File: src/rtl/cam_pkg.sv
// Shared state encoding and default timing for the OV7670 power sequencer.
package cam_pkg;

    typedef enum logic [2:0] {
        ST_OFF       = 3'd0,
        ST_PWDN_WAIT = 3'd1,
        ST_RST_HOLD  = 3'd2,
        ST_SETTLE    = 3'd3,
        ST_CONFIG    = 3'd4,
        ST_READY     = 3'd5,
        ST_FAULT     = 3'd6
    } cam_state_e;

    localparam int unsigned CAM_CLK_HZ   = 50_000_000;
    localparam int unsigned CAM_TICK_HZ  = 1000;
    localparam int unsigned CAM_T_PWDN   = 10;
    localparam int unsigned CAM_T_RST    = 5;
    localparam int unsigned CAM_T_SETTLE = 300;
    localparam int unsigned CAM_T_CFG_TO = 1000;

    // A zero-length delay still has to last one tick.
    function automatic int unsigned t_eff(input int unsigned t);
        return (t == 0) ? 1 : t;
    endfunction

    function automatic int unsigned max2(input int unsigned a, input int unsigned b);
        return (a > b) ? a : b;
    endfunction

endpackage

File: src/rtl/cam_tick_gen.sv
// Millisecond prescaler: counts 0..DIV-1 and flags the terminal count as a tick.
module cam_tick_gen #(
    parameter int unsigned DIV = 50_000
) (
    input  logic clk,
    input  logic rst,
    input  logic clr,
    output logic tick
);

    localparam int unsigned CNT_W = $clog2(DIV);
    localparam logic [CNT_W-1:0] CNT_LAST = CNT_W'(DIV - 1);

    logic [CNT_W-1:0] cnt_q, cnt_d;

    // Tick depends on the registered count only, so clr may be derived from it.
    assign tick = (cnt_q == CNT_LAST);

    always_comb begin
        cnt_d = cnt_q + CNT_W'(1);
        if (clr || tick) cnt_d = '0;
    end

    always_ff @(posedge clk) begin
        if (rst) cnt_q <= '0;
        else     cnt_q <= cnt_d;
    end

endmodule

File: src/rtl/cam_pwr_seq.sv
// OV7670 power-up/down sequencer: XCLK gate, PWDN, RESET, then SCCB hand-off.
// Define CAM_PWR_SEQ_TIMEOUT_EN to fault on a configuration that never completes.
module cam_pwr_seq
    import cam_pkg::*;
#(
    parameter int unsigned CLK_HZ   = CAM_CLK_HZ,
    parameter int unsigned TICK_HZ  = CAM_TICK_HZ,
    parameter int unsigned T_PWDN   = CAM_T_PWDN,
    parameter int unsigned T_RST    = CAM_T_RST,
    parameter int unsigned T_SETTLE = CAM_T_SETTLE,
    parameter int unsigned T_CFG_TO = CAM_T_CFG_TO
) (
    input  logic       clk,
    input  logic       rst,
    input  logic       start,
    input  logic       stop,
    input  logic       cfg_done,
    output logic       xclk_en,
    output logic       cam_pwdn,
    output logic       cam_reset_n,
    output logic       cfg_start,
    output logic       ready,
    output logic       busy,
    output logic       fault,
    output logic [2:0] state_o
);

    localparam int unsigned DIV = CLK_HZ / TICK_HZ;
    localparam int unsigned TCNT_MAX = max2(max2(t_eff(T_PWDN), t_eff(T_RST)),
                                            max2(t_eff(T_SETTLE), t_eff(T_CFG_TO)));
    localparam int unsigned TCNT_W = (TCNT_MAX > 1) ? $clog2(TCNT_MAX) : 1;

    // The counter holds completed ticks, so the last tick of a state is seen at T-1.
    localparam logic [TCNT_W-1:0] PWDN_LAST   = TCNT_W'(t_eff(T_PWDN) - 1);
    localparam logic [TCNT_W-1:0] RST_LAST    = TCNT_W'(t_eff(T_RST) - 1);
    localparam logic [TCNT_W-1:0] SETTLE_LAST = TCNT_W'(t_eff(T_SETTLE) - 1);
`ifdef CAM_PWR_SEQ_TIMEOUT_EN
    localparam logic [TCNT_W-1:0] CFG_LAST    = TCNT_W'(t_eff(T_CFG_TO) - 1);
`endif

    cam_state_e        state_q, state_d;
    logic [TCNT_W-1:0] tcnt_q, tcnt_d;
    logic              xclk_en_q, xclk_en_d;
    logic              cam_pwdn_q, cam_pwdn_d;
    logic              cam_reset_n_q, cam_reset_n_d;
    logic              cfg_start_q, cfg_start_d;
    logic              ready_q, ready_d;
    logic              busy_q, busy_d;
    logic              fault_q, fault_d;
    logic              tick;
    logic              timed;
    logic              state_chg;
    logic              pre_clr;

    cam_tick_gen #(
        .DIV (DIV)
    ) u_tick_gen (
        .clk  (clk),
        .rst  (rst),
        .clr  (pre_clr),
        .tick (tick)
    );

    always_comb begin
        timed = 1'b0;
        case (state_q)
            ST_PWDN_WAIT, ST_RST_HOLD, ST_SETTLE: timed = 1'b1;
`ifdef CAM_PWR_SEQ_TIMEOUT_EN
            ST_CONFIG:                            timed = 1'b1;
`endif
            default:                              timed = 1'b0;
        endcase
    end

    // Next state; stop overrides everything and start only matters in OFF.
    always_comb begin
        state_d = state_q;
        case (state_q)
            ST_OFF:       if (start) state_d = ST_PWDN_WAIT;
            ST_PWDN_WAIT: if (tick && tcnt_q == PWDN_LAST) state_d = ST_RST_HOLD;
            ST_RST_HOLD:  if (tick && tcnt_q == RST_LAST) state_d = ST_SETTLE;
            ST_SETTLE:    if (tick && tcnt_q == SETTLE_LAST) state_d = ST_CONFIG;
            ST_CONFIG: begin
                if (cfg_done) state_d = ST_READY;
`ifdef CAM_PWR_SEQ_TIMEOUT_EN
                else if (tick && tcnt_q == CFG_LAST) state_d = ST_FAULT;
`endif
            end
            ST_READY:     state_d = ST_READY;
`ifdef CAM_PWR_SEQ_TIMEOUT_EN
            ST_FAULT:     state_d = ST_FAULT;
`endif
            default:      state_d = ST_OFF;
        endcase
        if (stop) state_d = ST_OFF;
    end

    // Prescaler and tick counter restart on every state change so each
    // timed state lasts exactly T*DIV cycles; both idle in untimed states.
    always_comb begin
        state_chg = (state_d != state_q);
        pre_clr   = state_chg || !timed;
        tcnt_d    = tcnt_q;
        if (timed && tick) tcnt_d = tcnt_q + TCNT_W'(1);
        if (state_chg)     tcnt_d = '0;
    end

    // Outputs decode the next state so they switch on the same edge as state_q.
    always_comb begin
        xclk_en_d     = 1'b1;
        cam_pwdn_d    = 1'b0;
        cam_reset_n_d = 1'b1;
        cfg_start_d   = 1'b0;
        ready_d       = 1'b0;
        busy_d        = 1'b0;
        fault_d       = 1'b0;
        case (state_d)
            ST_OFF: begin
                xclk_en_d     = 1'b0;
                cam_pwdn_d    = 1'b1;
                cam_reset_n_d = 1'b0;
            end
            ST_PWDN_WAIT: begin
                cam_pwdn_d    = 1'b1;
                cam_reset_n_d = 1'b0;
                busy_d        = 1'b1;
            end
            ST_RST_HOLD: begin
                cam_reset_n_d = 1'b0;
                busy_d        = 1'b1;
            end
            ST_SETTLE: busy_d = 1'b1;
            ST_CONFIG: begin
                busy_d      = 1'b1;
                cfg_start_d = (state_q != ST_CONFIG);
            end
            ST_READY: ready_d = 1'b1;
`ifdef CAM_PWR_SEQ_TIMEOUT_EN
            ST_FAULT: fault_d = 1'b1;
`endif
            default: begin
                xclk_en_d     = 1'b0;
                cam_pwdn_d    = 1'b1;
                cam_reset_n_d = 1'b0;
            end
        endcase
    end

    always_ff @(posedge clk) begin
        if (rst) begin
            state_q       <= ST_OFF;
            tcnt_q        <= '0;
            xclk_en_q     <= 1'b0;
            cam_pwdn_q    <= 1'b1;
            cam_reset_n_q <= 1'b0;
            cfg_start_q   <= 1'b0;
            ready_q       <= 1'b0;
            busy_q        <= 1'b0;
            fault_q       <= 1'b0;
        end else begin
            state_q       <= state_d;
            tcnt_q        <= tcnt_d;
            xclk_en_q     <= xclk_en_d;
            cam_pwdn_q    <= cam_pwdn_d;
            cam_reset_n_q <= cam_reset_n_d;
            cfg_start_q   <= cfg_start_d;
            ready_q       <= ready_d;
            busy_q        <= busy_d;
            fault_q       <= fault_d;
        end
    end

    assign xclk_en     = xclk_en_q;
    assign cam_pwdn    = cam_pwdn_q;
    assign cam_reset_n = cam_reset_n_q;
    assign cfg_start   = cfg_start_q;
    assign ready       = ready_q;
    assign busy        = busy_q;
    assign fault       = fault_q;
    assign state_o     = state_q;

endmodule

File: config.mk
export PLATFORM = sky130hd
export DESIGN_NAME = cam_pwr_seq
export DESIGN_NICKNAME = d
export VERILOG_FILES = /design/src/rtl/cam_pkg.sv /design/src/rtl/cam_tick_gen.sv /design/src/rtl/cam_pwr_seq.sv
export SDC_FILE = /design/constraint.sdc
export NUM_CORES = 1
export LEC_CHECK = 0
export ABC_AREA = 1
export CAP_MARGIN = 5
export CORE_MARGIN = 3
export CORE_UTILIZATION = 46
export CTS_CLUSTER_DIAMETER = 40
export CTS_CLUSTER_SIZE = 20
export DETAILED_ROUTE_END_ITERATION = 10
export DONT_BUFFER_PORTS = 1
export PLACE_DENSITY_LB_ADDON = 0.12
export SYNTH_ARGS = -nofsm -noshare
export SYNTH_HDL_FRONTEND = slang
export SYNTH_SLANG_ARGS = --single-unit
File: constraint.sdc
create_clock -name clk -period 2.4 [get_ports clk]
set_input_delay 0.12 -clock clk [delete_from_list [all_inputs] [get_ports clk]]
set_output_delay 0.12 -clock clk [all_outputs]
set_load 0.03 [all_outputs]
==> impl_metrics.tcl, run 1 <==
set metrics [dict create \
    dr_total_vias 1492 \
    cts_made_buffers 5 \
    layout-drive-gt1-share_pct 16.7 \
    hold_class "in2reg" \
    clk_pin_slew_worst_paths_ns 0.07 \
    n_antenna_cell 0 \
    synth_area_leader_cell "dfxtp_1" \
    crit_buf_inv 1 \
    path_max_fanout 10 \
    crit-reg2reg-launch "u_tick_gen.cnt_q[0]$_SDFF_PP0_" \
    synth_cell_types 29 \
    utilization_pct 52.9 \
    worstHoldEndpoint "cam_pwdn$_SDFF_PP1_" \
    worstHoldPathCells 2 \
    start_kind "flop" \
    synth_most_common_cell "nand2_1" \
    final.setup_skew_ns 0.00563 \
    period_minus_slack_ns 2.05 \
    hold_violations 0 \
    antenna_found_initial 0 \
    area_delta_synth_final_pct 9.03 \
    wirelength_mm 3.53 \
    synth_top_area_share_pct 35.6 \
    fin_ws_ns 0.349 \
    first_pass_iters 4 \
    synth_commonest_cells "44 x nand2_1, 43 x nor2_1, 37 x inv_1" \
    clock_path_buffers 2 \
    synth_edf_count 0 \
    status "complete, no violations" \
    grt_overflow 0 \
    post-place-ws_ns 0.172 \
    die_x_um 71.4 \
    hold_path.startpoint "rst" \
    clock-root-buffer "clkbuf_8" \
    yosysSeqAreaShare_pct 35.6 \
    initial_core_util_pct 48.5 \
    powerDensity_nw_per_um2 497 \
    setup_viol 0 \
    power.leakage_nw 0.819 \
    rr_worst_depth 13 \
    r2r-end "tcnt_q[0]$_SDFFE_PP0P_" \
    synth_fp_nets 274 \
    multi_input_area_sq_um 1080 \
    synthArstFlopShare_pct 0 \
    nets 284 \
    cts_tree "yes" \
    finalCritPeriodShare_pct 85.5 \
    crit_type "reg2reg" \
    arrival_ns 2.26 \
    path_cells "ha_1 -> nand3_2 -> clkinv_1 -> nand2_2 -> nor2_4 -> nand2_2 -> nand2_2 -> nand3_2 -> nand2_2 -> nand2_4 -> nand2_4 -> nand3_2 -> a21oi_1" \
    fmax_ghz 0.488 \
    fin_setup_tns_ns 0 \
    clkSinkCount 35 \
    htreeDepth 2 \
    postRouteAntennaNets 0 \
    regArea_sq_um 701 \
    crit_path_end_kind "flop" \
    drcViolationCount 0 \
    dp_hpwl_mm 2.65 \
    ys_ff_latch 35 \
    coreArea_sq_um 4060 \
    r2r_slack_ns 0.35 \
    clk_latency_ns 0.29 \
    fillers 423 \
    avgViaCountPerCell 4.59 \
    synth_warnings 0 \
    crit_slowest_cell "dfxtp_1" \
    fp.dieArea_sq_um 5100 \
    wl_per_cell_um 10.9 \
    slowest_delay_ns 0.39 \
    grtUsageTotal_pct 15.2 \
    synth.area.top_cells "dfxtp_1 36%, nand2_1 8.4%, nor2_1 8.2%" \
    globalplace.congestion 0.790 \
    rsz0062_at_grt "false" \
    avgSynthCellArea_sq_um 7.42 \
    irDropWorstVdd_v 0.000228 \
    grt_pass1_wl_mm 6.13 \
    max_cap_violations 0 \
    grt_pass1_vias 1391 \
    pin_count 15 \
    fp-row-count 23 \
    slew_viol_final 0 \
    ys.flop_type "dfxtp_1" \
    syn_inst 265 \
    syn_area_sq_um 1970 \
    cp_top_family "simple AND/OR/NAND/NOR gates" \
    io_buffer_count 0 \
    initialDrtViolationCount 68 \
    dieHeight_um 71.4 \
    crit_path_frequent_cell "nand2_2" \
    grt_max_degree 17 \
    cp.required_ns 2.61 \
]
==> layout by cell type, fill, tap and decap left out, drive strengths merged <==
master,synthesis,layout
conb,1,1
a211oi,1,1
nand4,6,6
dfxtp,35,35
inv,40,40
xor2,17,17
nand2b,1,1
nand3b,1,1
dlygate4sd3,0,1
nand3,20,20
or2,1,1
a21oi,7,7
ha,4,4
clkinv,1,2
buf,3,5
nor2,58,58
nand2,55,55
xnor2,3,3
o21ai,4,4
nor4,1,1
clkbuf,0,6
nor3,6,6
==> per-layer routing <==
metal  track usage, %  wire, um  part of all wire (%)
met5                0         0                     0
met3             4.63       153                   4.3
met2             24.3      1590                    45
met4             5.64        53                   1.5
met1             19.2      1740                    49
==> worst register-to-register path, delay by kind of cell, from the launching register on <==
kind	cells	cell delay, ns
simple gates	10	1.05
buf+inv	1	0.10
flops	1	0.39
fa+ha+maj	1	0.23
compound gates	1	0.21
==> power breakdown <==
part / total [mW] / internal [mW] / switching, mW
logic: 0.0467 / 0.0136 / 0.0331
clock network: 0.431 / 0.225 / 0.206
registers: 0.589 / 0.584 / 0.00540
==> cell families (layout without fill, tap and decap cells) <==
kind of cell	count (synthesis)	count (layout)	synth area share, %
AOI/OAI and AO/OA	12	12	3.18
DFF	35	35	35.6
xor gates and xnor gates	20	20	8.91
other	1	1	0.191
buffers and inverters	44	54	9.48
and+or+nand+nor	149	149	40.1
adders and majority gates	4	4	2.54
==> area by class of cell <==
cell class / count / share of cell area, %
flip-flops and latches: 35 / 32.7
inverters: 41 / 7.18
clock buffers: 6 / 3.85
multi-input cells: 186 / 50.4
repair buffers: 6 / 2.80
clock inverters: 1 / 0.233
well taps: 50 / 2.92
==> registers in the layout, indices dropped and copies added, names as in the netlist <==
name and count:
u_tick_gen.cnt_q 16, tcnt_q 10, state_o 3, busy 1
cam_pwdn 1, cam_reset_n 1, cfg_start 1, ready 1
xclk_en 1
==> through the flow <==
step	instances	instance area (sq um)	total power, mW	hold WS [ns]
CTS	324	2120	1.08	0.00358
global route	325	2140	1.11	0.0368
detailed placement	316	2030	0.645	0.191
floorplan	265	1970	0.640	0.189
finish	325	2140	1.07	0.00641
global placement	316	2030	0.645	0.193
==> worst max-delay path by stage <==
stage,start,endpoint,slack [ns],cells after the start
global route,u_tick_gen.cnt_q[0]$_SDFF_PP0_,tcnt_q[0]$_SDFFE_PP0P_,0.11,13
floorplan,u_tick_gen.cnt_q[0]$_SDFF_PP0_,u_tick_gen.cnt_q[5]$_SDFF_PP0_,0.54,14
global placement,u_tick_gen.cnt_q[0]$_SDFF_PP0_,u_tick_gen.cnt_q[15]$_SDFF_PP0_,0.23,13
finish,u_tick_gen.cnt_q[0]$_SDFF_PP0_,tcnt_q[0]$_SDFFE_PP0P_,0.35,13
CTS,u_tick_gen.cnt_q[0]$_SDFF_PP0_,u_tick_gen.cnt_q[6]$_SDFF_PP0_,0.13,13
detailed placement,u_tick_gen.cnt_q[0]$_SDFF_PP0_,u_tick_gen.cnt_q[8]$_SDFF_PP0_,0.17,13
==> repair_timing <==
item,4_1_cts,5_1_grt
buffers inserted,0,1
gates resized for setup,0,0
endpoints found under the hold margin,6,0
hold buffers,1,0
endpoints found under the setup margin,0,15
Note: power is estimated with default switching activity, not from simulation.
==> run 2: changes to the inputs <==
--- a/config.mk
+++ b/config.mk
@@ -9,6 +9,7 @@
 export CAP_MARGIN = 5
 export CORE_MARGIN = 3
 export CORE_UTILIZATION = 46
+export CTS_BUF_LIST = sky130_fd_sc_hd__clkbuf_2
 export CTS_CLUSTER_DIAMETER = 40
 export CTS_CLUSTER_SIZE = 20
 export DETAILED_ROUTE_END_ITERATION = 10
==> run 2 against run 1 <==
  * Wire length is 0.76% lower
  * Combinational power increased by 3%
  * Critical path type unchanged
  * Register-to-register slack about the same
  * Critical endpoint unchanged
==> impl_metrics.tcl, run 2 (same netlist as run 1, synthesis figures left out) <==
set metrics [dict create \
    arrival_ns 2.34 \
    start_kind "flop" \
    p_comb_share_pct 5.4 \
    regMostFlops "u_tick_gen.cnt_q" \
    switching_share_pct 25.5 \
    largest_reg_flops 16 \
    dieHeight_um 71.4 \
    clkSinkCount 35 \
    htreeDepth 2 \
    rr_worst_depth 13 \
    crit_slowest_cell "dfxtp_1" \
    final.setup_skew_ns 0.0157 \
    period_minus_slack_ns 2.05 \
    clk_latency_ns 0.37 \
    utilization_pct 51.9 \
    fin_setup_tns_ns 0 \
    powerDensity_nw_per_um2 421 \
    die_x_um 71.4 \
    path_max_fanout 10 \
    crit_path_end_kind "flop" \
    postCtsResizedCells 0 \
    initialDrtViolationCount 54 \
    cp_top_family "simple AND/OR/NAND/NOR gates" \
    io_buffer_count 0 \
    crit_type "reg2reg" \
    drcViolationCount 0 \
    irDropWorstVdd_v 0.000203 \
    finalCritPeriodShare_pct 85.4 \
    wl_per_cell_um 10.7 \
    seqPwrFrac_pct 66.5 \
    power.switching_mw 0.226 \
    final_cell_mix "44 x nand2_1, 43 x nor2_1, 37 x inv_1" \
    coreArea_sq_um 4060 \
    power.leakage_nw 0.807 \
    hold_path.startpoint "stop" \
    grt_max_degree 17 \
    path_cells "ha_1 -> nand3_2 -> clkinv_1 -> nand2_2 -> nor2_4 -> nand2_2 -> nand2_2 -> nand3_2 -> nand2_2 -> nand2_4 -> nand2_4 -> nand3_2 -> a21oi_1" \
    crit-reg2reg-launch "u_tick_gen.cnt_q[0]$_SDFF_PP0_" \
    avgViaCountPerCell 4.63 \
    postRouteAntennaNets 0 \
    slowest_delay_ns 0.43 \
    status "complete, no violations" \
    setup_viol 0 \
    cp.required_ns 2.69 \
    wirelength_mm 3.50 \
    design_area_sq_um 2110 \
    dp_hpwl_mm 2.65 \
    n_antenna_cell 0 \
    first_pass_iters 4 \
    dr_total_vias 1513 \
    area_delta_synth_final_pct 7.06 \
    r2r_slack_ns 0.35 \
    worstHoldPathCells 3 \
    clk_pin_slew_worst_paths_ns 0.17 \
    final_common_cell "nand2_1" \
    cts_tree "yes" \
    clock_path_buffers 2 \
    fin_cells 327 \
    clock-root-buffer "clkbuf_2" \
    grt_pass1_vias 1380 \
    hold_violations 0 \
    fp.dieArea_sq_um 5100 \
    dp.cells 316 \
    antenna_found_initial 0 \
    hold_class "in2reg" \
    grt_overflow 0 \
    nets 286 \
    grtUsageTotal_pct 14.8 \
    rsz0062_at_grt "false" \
    fp-row-count 23 \
    crit_path_frequent_cell "nand2_2" \
    placed_area_sq_um 2030 \
    worstHoldEndpoint "state_o[1]$_SDFF_PP0_" \
    fmax_ghz 0.488 \
    grt_pass1_wl_mm 5.98 \
    internal-power_mw 0.661 \
    crit_buf_inv 1 \
    fillers 430 \
    cts_made_buffers 5 \
    slew_viol_final 0 \
    layout-drive-gt1-share_pct 17.0 \
    globalplace.congestion 0.790 \
    max_cap_violations 0 \
    pin_count 15 \
    initial_core_util_pct 48.5 \
    clkPwrFrac_pct 28.0 \
    r2r-end "tcnt_q[0]$_SDFFE_PP0P_" \
]
## run 2: how the worst max path moves through the flow
stage | start | to | cells after the start
after global routing | u_tick_gen.cnt_q[0]$_SDFF_PP0_ | tcnt_q[0]$_SDFFE_PP0P_ | 13
after global placement | u_tick_gen.cnt_q[0]$_SDFF_PP0_ | u_tick_gen.cnt_q[15]$_SDFF_PP0_ | 13
after CTS | u_tick_gen.cnt_q[0]$_SDFF_PP0_ | u_tick_gen.cnt_q[6]$_SDFF_PP0_ | 13
final | u_tick_gen.cnt_q[0]$_SDFF_PP0_ | tcnt_q[0]$_SDFFE_PP0P_ | 13
after detailed placement | u_tick_gen.cnt_q[0]$_SDFF_PP0_ | u_tick_gen.cnt_q[8]$_SDFF_PP0_ | 13
after floorplan | u_tick_gen.cnt_q[0]$_SDFF_PP0_ | u_tick_gen.cnt_q[5]$_SDFF_PP0_ | 14
## run 2: power by group through the flow
stage	Combinational, mW	Clock (mW)	Sequential [mW]
3_3_place_gp	0.0428	0	0.602
3_5_place_dp	0.0426	0	0.602
6_report	0.0483	0.249	0.590
2_1_floorplan	0.0361	0	0.604
5_1_grt	0.0538	0.287	0.591
4_1_cts	0.0455	0.271	0.590
## run 2: through the flow
step / power (mW) / hold slack [ns] / setup WS (ns)
2_1_floorplan: 0.640 / 0.189 / 0.543
3_3_place_gp: 0.645 / 0.193 / 0.229
3_5_place_dp: 0.645 / 0.191 / 0.172
4_1_cts: 0.907 / 0.0172 / 0.131
5_1_grt: 0.932 / 0.0548 / 0.123
6_report: 0.887 / 0.0503 / 0.350
## run 2: timing repair
| action | 4_1_cts | 5_1_grt |
|---|---|---|
| hold buffers | 1 | 0 |
| hold endpoints to repair | 9 | 0 |
| setup buffers | 0 | 3 |
| endpoints found under the setup margin | 0 | 10 |
## run 2: worst reg2reg max path, stage by stage, from the launching register on
cell and delay (ns):
dfxtp_1 0.43, ha_1 0.22, nand3_2 0.11, clkinv_1 0.09
nand2_2 0.07, nor2_4 0.15, nand2_2 0.06, nand2_2 0.07
nand3_2 0.09, nand2_2 0.14, nand2_4 0.07, nand2_4 0.07
nand3_2 0.20, a21oi_1 0.21
## run 2: cell type report
cell class              instances  area (sq um)  area share (%)
flip-flops and latches         35           701            33.3
multi-input cells             186          1080            51.3
inverters                      41           154            7.31
well taps                      50          62.6            2.97
clock inverters                 2          8.76           0.416
clock buffers                   5          25.0            1.19
repair buffers                  8          75.1            3.57
## run 2: per-layer routing
layer | up-vias | global-route usage (%) | wire length (um)
met5 | - | 0 | 0
met4 | 0 | 6.26 | 38
met3 | 4 | 4.21 | 115
met2 | 15 | 23.6 | 1610
met1 | 662 | 18.6 | 1740
li1 | 832 | - | -
